[src/rtl/bcd_pkg.sv]
// Shared types and constants for the BCD-to-binary converter.
package bcd_pkg;

    localparam int N_DIGITS = 5;
    localparam int ITER     = 4 * N_DIGITS;
    localparam int OUT_W    = 16;
    localparam logic [3:0] BCD_MAX = 4'd9;

    typedef enum logic [1:0] {
        IDLE,
        CONV,
        DONE
    } state_t;

    // True when any nibble of a packed digit vector is not a legal BCD digit.
    function automatic logic bad_digit(input logic [4*N_DIGITS-1:0] digits);
        logic bad;
        bad = 1'b0;
        for (int i = 0; i < N_DIGITS; i++) begin
            if (digits[4*i +: 4] > BCD_MAX) begin
                bad = 1'b1;
            end
        end
        return bad;
    endfunction

endpackage

[src/rtl/bcd_digit_adj.sv]
// One digit of the reverse double-dabble correction: digits >= 8 lose 3.
module bcd_digit_adj (
    input  logic [3:0] din,
    output logic [3:0] dout
);

    assign dout = (din >= 4'd8) ? din - 4'd3 : din;

endmodule

[src/rtl/bcd2bin_16.sv]
// Five-digit BCD to 16-bit binary converter, reverse double-dabble, one shift per cycle.
// Build option: define BCD2BIN_SATURATE_EN to clamp overflowing results to 16'hFFFF.
module bcd2bin_16
    import bcd_pkg::*;
(
    input  logic             clk,
    input  logic             rst,
    input  logic             start,
    input  logic [3:0]       bcd0,
    input  logic [3:0]       bcd1,
    input  logic [3:0]       bcd2,
    input  logic [3:0]       bcd3,
    input  logic [3:0]       bcd4,
    output logic             busy,
    output logic             done,
    output logic [OUT_W-1:0] bin,
    output logic             ovf,
    output logic             err
);

    localparam int DW = 4 * N_DIGITS;

    state_t           state_reg, state_next;
    logic [DW-1:0]    digit_reg, digit_next;
    logic [DW-1:0]    result_reg, result_next;
    logic [4:0]       cnt_reg, cnt_next;
    logic [OUT_W-1:0] bin_reg, bin_next;
    logic             ovf_reg, ovf_next;
    logic             err_reg, err_next;

    logic [DW-1:0]    shift_dig;
    logic [DW-1:0]    adj_dig;
    logic [DW-1:0]    shift_res;
    logic [OUT_W-1:0] final_bin;
    logic             final_ovf;

    // The digit LSB falls into the result MSB on every shift.
    assign shift_dig = {1'b0, digit_reg[DW-1:1]};
    assign shift_res = {digit_reg[0], result_reg[DW-1:1]};

    generate
        for (genvar gi = 0; gi < N_DIGITS; gi++) begin : g_adj
            bcd_digit_adj u_adj (
                .din  (shift_dig[4*gi +: 4]),
                .dout (adj_dig[4*gi +: 4])
            );
        end
    endgenerate

    assign final_ovf = |shift_res[DW-1:OUT_W];

`ifdef BCD2BIN_SATURATE_EN
    assign final_bin = final_ovf ? {OUT_W{1'b1}} : shift_res[OUT_W-1:0];
`else
    assign final_bin = shift_res[OUT_W-1:0];
`endif

    always_ff @(posedge clk) begin
        if (rst) begin
            state_reg  <= IDLE;
            digit_reg  <= '0;
            result_reg <= '0;
            cnt_reg    <= '0;
            bin_reg    <= '0;
            ovf_reg    <= 1'b0;
            err_reg    <= 1'b0;
        end else begin
            state_reg  <= state_next;
            digit_reg  <= digit_next;
            result_reg <= result_next;
            cnt_reg    <= cnt_next;
            bin_reg    <= bin_next;
            ovf_reg    <= ovf_next;
            err_reg    <= err_next;
        end
    end

    always_comb begin
        state_next  = state_reg;
        digit_next  = digit_reg;
        result_next = result_reg;
        cnt_next    = cnt_reg;
        bin_next    = bin_reg;
        ovf_next    = ovf_reg;
        err_next    = err_reg;
        case (state_reg)
            IDLE: begin
                if (start) begin
                    digit_next  = {bcd4, bcd3, bcd2, bcd1, bcd0};
                    result_next = '0;
                    cnt_next    = '0;
                    if (bad_digit({bcd4, bcd3, bcd2, bcd1, bcd0})) begin
                        // Illegal digits skip the conversion entirely.
                        bin_next   = '0;
                        ovf_next   = 1'b0;
                        err_next   = 1'b1;
                        state_next = DONE;
                    end else begin
                        state_next = CONV;
                    end
                end
            end
            CONV: begin
                digit_next  = adj_dig;
                result_next = shift_res;
                cnt_next    = cnt_reg + 5'd1;
                if (cnt_reg == 5'(ITER - 1)) begin
                    bin_next   = final_bin;
                    ovf_next   = final_ovf;
                    err_next   = 1'b0;
                    state_next = DONE;
                end
            end
            DONE: begin
                state_next = IDLE;
            end
            default: begin
                state_next = IDLE;
            end
        endcase
    end

    assign busy = (state_reg == CONV);
    assign done = (state_reg == DONE);
    assign bin  = bin_reg;
    assign ovf  = ovf_reg;
    assign err  = err_reg;

endmodule

[config.mk]
export PLATFORM = sky130hd
export DESIGN_NAME = bcd2bin_16
export DESIGN_NICKNAME = d
export VERILOG_FILES = /design/src/rtl/bcd_pkg.sv /design/src/rtl/bcd_digit_adj.sv /design/src/rtl/bcd2bin_16.sv
export SDC_FILE = /design/constraint.sdc
export NUM_CORES = 1
export LEC_CHECK = 0
export ABC_AREA = 1
export ABC_CLOCK_PERIOD_IN_PS = 2300
export BUFFER_PORTS_ARGS = -buffer_cell sky130_fd_sc_hd__buf_4
export CORE_MARGIN = 1
export CORE_UTILIZATION = 60
export CTS_CLUSTER_SIZE = 30
export DETAILED_ROUTE_END_ITERATION = 7
export GPL_ROUTABILITY_DRIVEN = 0
export PLACE_DENSITY = 0.91
export RECOVER_POWER = 50
export SYNTH_ARGS = -nofsm -noshare
export SYNTH_HDL_FRONTEND = slang
export SYNTH_SLANG_ARGS = --single-unit
export TNS_END_PERCENT = 30
[constraint.sdc]
create_clock -name clk -period 2.3 [get_ports clk]
set_clock_uncertainty 0.1 [all_clocks]
set_input_delay 0 -clock clk [delete_from_list [all_inputs] [get_ports clk]]
set_output_delay 0 -clock clk [all_outputs]
set_load 0.05 [all_outputs]
### Word-level counts from Yosys, hierarchy flattened

Cells that the tools add are included.

* order comparisons: 10
* muxes and demuxes: 34
* reduce and logical (&&, ||, !) cells: 6
* eq/ne operators: 6
* add/sub/neg operators: 6

Operators with widths (count)
* $pmux W20 S2: 2
* $mux W16: 3
* $mux W20: 2
* $pmux W16 S2: 1
* $gt A4 B4 Y1 const B: 5
* $mux W4: 5
* $ge A4 B4 Y1 const B: 4
* $sub A4 B2 Y4 const B: 4
* $mux W1: 13
* $pmux W5 S2: 1
* $mux W2: 3
* $add A5 B1 Y5 const B: 1
* $eq A5 B5 Y1 const B: 1
* $mux W5: 1
* $ge A3 B4 Y1 const B: 1
* $ne A2 B2 Y1 const B: 2
* $pmux W1 S2: 2
* $pmux W2 S2: 1
* $reduce_and A2 Y1: 2
* $reduce_and A4 Y1: 1
* $reduce_or A4 Y1: 1
* $sub A3 B2 Y4 const B: 1
* $eq A2 B1 Y1 const B: 1
* $eq A2 B2 Y1 const B: 1
* other kinds (3): 3

* output and inout port bits: 20
* word-level logic and storage cells: 69
* register bits after elaboration: 65
* bits of input ports: 23

### Depth between registers and ports, before layout

* word-level depth: 11
* mapped depth: 9
* gate-level depth less buffers: 8

### Modules after synthesis

Synthesis repeated with hierarchy kept, for this count alone.

* cell total of the unflattened synthesis: 442
* area total of the unflattened synthesis: 3050.4 um2

Modules (own cells, without submodules)
* bcd2bin_16: times used 1, seq. area each 1281.2 um2, cells an instance 362, area an instance 2606.2 um2
* bcd_digit_adj: times used 5, seq. area each 0.0 um2, cells an instance 16, area an instance 88.8 um2

### Worst setup path after synthesis

OpenSTA, ideal clock, no wires.

* path type: register -> register
* start point: register cnt_reg[0]
* end point: register bin_reg[0], in the netlist bin[0]
* path buffers: 1
* data required time: 2.083 ns
* arrival: 1.263 ns
* clock period less this slack: 1.480 ns
* path slack: 0.820 ns
* setup time: 0.117 ns
* cell stages (with the launch flop): 8
* cells stage by stage: dfxtp_1 > ha_1 > nand3_1 > a21oi_4 > buf_4 > nand3_1 > nand2_1 > nor2_1

* word-level cells in the longest chain between the ends: 3

Ends and longest elaborated chain
* start: declaration: RTL line bcd2bin_16.sv:26 `logic [4:0] cnt_reg, cnt_next;`
* start signal: assignment: RTL line bcd2bin_16.sv:71 `cnt_reg <= cnt_next;`
* $eq A5 B5 Y1: RTL line bcd2bin_16.sv:107 `if (cnt_reg == 5'(ITER - 1)) begin`
* $ne A2 B1 Y1 (no source line)
* $reduce_and A4 Y1 (no source line)
* end signal: assignment: RTL line bcd2bin_16.sv:72 `bin_reg <= bin_next;`
* end: declaration: RTL line bcd2bin_16.sv:27 `logic [OUT_W-1:0] bin_reg, bin_next;`

No other way between the ends.
A chain may end at the register's enable or synchronous reset.

### Worst setup path after layout

* start point: register state_reg[0]
* end point: register digit_reg[16]

* word-level cells in the longest chain between the ends: 3
* elaborated cells on any way between the ends: 6
* classes of those cells: eq/ne (2); mux (1); reduce/logical (3)

Ends and longest elaborated chain
* start: declaration: RTL line bcd2bin_16.sv:23 `state_t state_reg, state_next;`
* start signal: assignment: RTL line bcd2bin_16.sv:68 `state_reg <= state_next;`
* $eq A2 B1 Y1 / $logic_not A2 Y1 (equally long branches): RTL line bcd2bin_16.sv:86 `case (state_reg)`
* $reduce_bool A2 Y1 (no source line) / $ne A2 B2 Y1 (equally long branches)
* $reduce_and A2 Y1 (no source line)
* end signal: assignment: RTL line bcd2bin_16.sv:69 `digit_reg <= digit_next;`
* end: declaration: RTL line bcd2bin_16.sv:24 `logic [DW-1:0] digit_reg, digit_next;`

Several ways; a longest one is shown, not always the timed one.

==> report_table.html <==
<table>
<tr><th>Metric</th><th>Value</th></tr>
<tr><th colspan="2">Outcome</th></tr>
<tr><td>Run status</td><td>completed</td></tr>
<tr><th colspan="2">Cells and area</th></tr>
<tr><td>Layout filler cell count</td><td>302</td></tr>
<tr><td>Number of inserted diodes</td><td>0</td></tr>
<tr><td>Largest register FFs</td><td>20</td></tr>
<tr><td>Seq. cell area</td><td>0.00128 sq mm</td></tr>
<tr><td># nets final</td><td>492</td></tr>
<tr><td>Most common library cell in the layout ignoring fill and taps</td><td>nand2_1</td></tr>
<tr><td>Top library cells by usage in the layout, fill and taps aside</td><td>nand2_1, dfxtp_1, a21oi_1</td></tr>
<tr><td>Multi-input gate area</td><td>0.00139 sq mm</td></tr>
<tr><td>Synth-to-layout area growth</td><td>25.1%</td></tr>
<tr><td>Fraction of layout cells with a size suffix above 1</td><td>11.4%</td></tr>
<tr><th colspan="2">Critical path</th></tr>
<tr><td>Sort of element at the end of the critical path</td><td>flop</td></tr>
<tr><td>Reg2Reg Capture Point</td><td>digit_reg[16]</td></tr>
<tr><td>Critical Path Start Type</td><td>flop</td></tr>
<tr><td>Worst setup path category</td><td>reg -&gt; reg</td></tr>
<tr><td>Required time at the endpoint of the critical path</td><td>2.43 ns</td></tr>
<tr><td>RR Startpoint</td><td>state_reg[0]</td></tr>
<tr><td>Register-to-register path setup slack</td><td>0.07 ns</td></tr>
<tr><td>Depth of the worst register-to-register path</td><td>6</td></tr>
<tr><td>Max Fanout on Critical Path</td><td>13</td></tr>
<tr><td>CP Data Arrival Time</td><td>2.35 ns</td></tr>
<tr><th colspan="2">Synth</th></tr>
<tr><td>Simple logic cell fraction of the synthesized area</td><td>24.0%</td></tr>
<tr><td>Post-synthesis net count</td><td>427</td></tr>
<tr><td>Number of register bits inferred by synthesis</td><td>64</td></tr>
<tr><td>Post-synthesis instance total</td><td>395</td></tr>
<tr><td>Synthesized cell area</td><td>0.00290 sq mm</td></tr>
<tr><td>Yosys Warn Count</td><td>0</td></tr>
<tr><td>Mean instance size in the synthesized netlist</td><td>7.34 sq um</td></tr>
<tr><td>Post-synthesis xor/xnor area fraction</td><td>0.302%</td></tr>
<tr><td>Number of unique standard cell types used by synthesis</td><td>27</td></tr>
<tr><td>Main combinational cell family by area after synthesis</td><td>simple AND/OR/NAND/NOR gates</td></tr>
<tr><td>Mux share of post-synthesis cell area</td><td>0%</td></tr>
<tr><td>Complex-gate fraction of the synthesized area</td><td>19.6%</td></tr>
<tr><td>Portion of the post-synthesis area used by sequential elements</td><td>44.2%</td></tr>
<tr><td>Area share of fa/ha/maj cells after synthesis</td><td>3.88%</td></tr>
<tr><th colspan="2">STA</th></tr>
<tr><td>Part of the cycle the worst path needs</td><td>96.8%</td></tr>
<tr><td>Max Fclk</td><td>449 MHz</td></tr>
<tr><td>Final TNS setup</td><td>0 ns</td></tr>
<tr><td>Final-report max-slew violation count</td><td>0</td></tr>
<tr><td>Worst rel slew slack</td><td>52.9%</td></tr>
<tr><td>Worst hold slack across all endpoints</td><td>0.363 ns</td></tr>
<tr><td>Actual transition at the worst max-transition pin</td><td>0.706 ns</td></tr>
<tr><td>Final number of hold-violating endpoints</td><td>0</td></tr>
<tr><td>Final critical path time including I/O delays and setup</td><td>2.23 ns</td></tr>
<tr><td>Min setup slack post-route</td><td>0.0743 ns</td></tr>
<tr><td>Count of endpoints failing setup in the final report</td><td>0</td></tr>
<tr><th colspan="2">CTS</th></tr>
<tr><td>Number of CTS-inserted buffers</td><td>9</td></tr>
<tr><td>Clk pin slew, worst setup/hold paths</td><td>0.07 ns</td></tr>
<tr><td>Clock tree from TritonCTS</td><td>built</td></tr>
<tr><td>Buffers inserted by post-CTS timing repair</td><td>0</td></tr>
<tr><td>Clock latency reported for the late side of the worst-skew pair</td><td>0.35 ns</td></tr>
<tr><td>Clock Root Buffer</td><td>clkbuf_8</td></tr>
<tr><td>Htree depth</td><td>3</td></tr>
<tr><td>Sinks on the clock net</td><td>64</td></tr>
<tr><td>Maximum root-to-sink buffer count</td><td>2</td></tr>
<tr><th colspan="2">Pwr</th></tr>
<tr><td>Maximum VDD drop</td><td>0.548 mV</td></tr>
<tr><td>Total leakage power</td><td>1.50 nW</td></tr>
<tr><td>Post-layout total power</td><td>2.71 mW</td></tr>
<tr><td>Total power per unit cell area</td><td>746 mW/mm^2</td></tr>
<tr><th colspan="2">Worst hold path</th></tr>
<tr><td>Hold WC Path Type</td><td>reg -&gt; reg</td></tr>
<tr><td>Hold Path Cell Cnt</td><td>2</td></tr>
<tr><td>Hold Crit Endpoint</td><td>result_reg[5]</td></tr>
<tr><td>Origin of the worst min-delay path</td><td>result_reg[5]</td></tr>
<tr><th colspan="2">Floorplanning</th></tr>
<tr><td>Die Ht</td><td>71.5 um</td></tr>
<tr><td>Starting density of the core</td><td>64.4%</td></tr>
<tr><td>Die area</td><td>0.00511 sq mm</td></tr>
<tr><td>Die W</td><td>71.5 um</td></tr>
<tr><td>Row Count</td><td>24</td></tr>
<tr><td>Core Box Area</td><td>0.00450 sq mm</td></tr>
<tr><td>Io pins</td><td>43</td></tr>
<tr><th colspan="2">GRT</th></tr>
<tr><td>Pin count of the biggest net entering global routing</td><td>38</td></tr>
<tr><td>Total gr overflow</td><td>0</td></tr>
<tr><td>Vias in the first global route</td><td>2845</td></tr>
<tr><td>Number of antenna violations at the first check in global routing</td><td>0</td></tr>
<tr><td>First-pass GRT wire length</td><td>12600 um</td></tr>
<tr><td>Overall fraction of global-route tracks in use</td><td>31.7%</td></tr>
<tr><th colspan="2">Place</th></tr>
<tr><td>Placement-stage worst setup slack</td><td>0.536 ns</td></tr>
<tr><td>Dpl hpwl</td><td>4070 um</td></tr>
<tr><td>Buffers added on ports</td><td>42</td></tr>
<tr><th colspan="2">Routing</th></tr>
<tr><td>Final routed wire length divided by cell count</td><td>14.8 um</td></tr>
<tr><td>Routed vias</td><td>3020</td></tr>
<tr><td>Final Routed Wirelength</td><td>7680 um</td></tr>
<tr><td>Post-DRT Antenna Nets</td><td>0</td></tr>
<tr><td>DRC violation count after routing</td><td>0</td></tr>
<tr><td>Number of vias per cell after detailed routing</td><td>5.84</td></tr>
<tr><td>DRC violation total after the first TritonRoute iteration</td><td>349</td></tr>
<tr><td>Length of the first detailed-routing pass in iterations</td><td>5</td></tr>
<tr><th colspan="2">Job</th></tr>
<tr><td>Max-Cap Viols</td><td>0</td></tr>
</table>
cells in the mapped netlist:
| cell type | count | area [sq um] |
|---|---|---|
| o311a_1 | 1 | 10.0 |
| o211ai_1 | 3 | 22.5 |
| nand3_1 | 32 | 160 |
| nand2_2 | 2 | 12.5 |
| nand4_1 | 1 | 6.26 |
| clkbuf_1 | 8 | 30.0 |
| nor2_4 | 1 | 11.3 |
| nand3_2 | 1 | 10.0 |
| nand2_4 | 1 | 11.3 |
| ha_1 | 9 | 113 |
| a31oi_1 | 8 | 50.1 |
| a21oi_4 | 1 | 16.3 |
| nand2_1 | 99 | 372 |
| nor2_1 | 30 | 113 |
| inv_2 | 2 | 7.51 |
| o21ai_0 | 23 | 115 |
| xnor2_1 | 1 | 8.76 |
| clkinv_1 | 1 | 3.75 |
| a21oi_1 | 56 | 280 |
| dfxtp_1 | 64 | 1280 |
| inv_1 | 28 | 105 |
| a22oi_1 | 1 | 7.51 |
| o221ai_1 | 5 | 43.8 |
| buf_2 | 7 | 35.0 |
| o21a_1 | 2 | 15.0 |
| buf_4 | 7 | 52.6 |
| o22ai_1 | 1 | 6.26 |
report_power, final:
| part | switching [mW] | internal, mW |
|---|---|---|
| Combinational | 0.341 | 0.167 |
| Clock | 0.450 | 0.528 |
| Sequential | 0.0475 | 1.17 |
worst max path at each step:
stage | from | to | slack [ns] | cells after the start
2_1_floorplan | cnt_reg[0] | bin[0] | 0.82 | 7
3_3_place_gp | state_reg[1] | bin[10] | 0.60 | 9
3_5_place_dp | state_reg[0] | bin[12] | 0.54 | 8
4_1_cts | state_reg[1] | digit_reg[2] | 0.04 | 8
5_1_grt | state_reg[1] | digit_reg[14] | -0.003 | 8
6_report | state_reg[0] | digit_reg[16] | 0.07 | 6
layout make-up:
cell class,count,area share [%]
multi-input cells,278,38.3
flip-flops and latches,64,35.3
repair buffers,76,15.8
clock buffers,11,3.90
inverters,31,3.31
well taps,52,1.79
clock inverters,5,1.55
cells by family (layout without fill, tap and decap cells):
group / after synthesis / count (layout)
simple gates: 167 / 167
compound gates: 101 / 101
flops: 64 / 64
buf+inv: 53 / 123
fa+ha+maj: 9 / 9
xor+xnor: 1 / 1
layer usage:
| layer | wire, um | track usage, % | share of wire (%) |
|---|---|---|---|
| met1 | 3010 | 38.9 | 39 |
| met2 | 3720 | 52.0 | 48 |
| met3 | 633 | 6.61 | 8.2 |
| met4 | 312 | 18.3 | 4.1 |
| met5 | 0 | 0 | 0 |
stage by stage:
step / utilization, % / std cells / cell area, sq um
global placement: 71.2 / 473 / 3210
CTS: 81.8 / 517 / 3680
finish: 80.5 / 517 / 3630
detailed placement: 71.2 / 473 / 3210
floorplan: - / 395 / 2900
global route: 80.5 / 517 / 3630
critical path: stages (launching register included):
cell           delay [ns]
dfxtp_1              0.44
nor2_1               0.11
nand2_2              0.25
clkinvlp_4           0.33
a22oi_1              0.22
a21oi_1              0.08
dlygate4sd3_1        0.57
timing repair:
| action | 4_1_cts | 5_1_grt |
|---|---|---|
| resized for setup | 0 | 4 |
| hold buffers | 28 | 0 |
| setup endpoints to repair | 0 | 6 |
| endpoints found under the hold margin | 42 | 0 |
No activity file was read; power rests on OpenSTA's default activity.
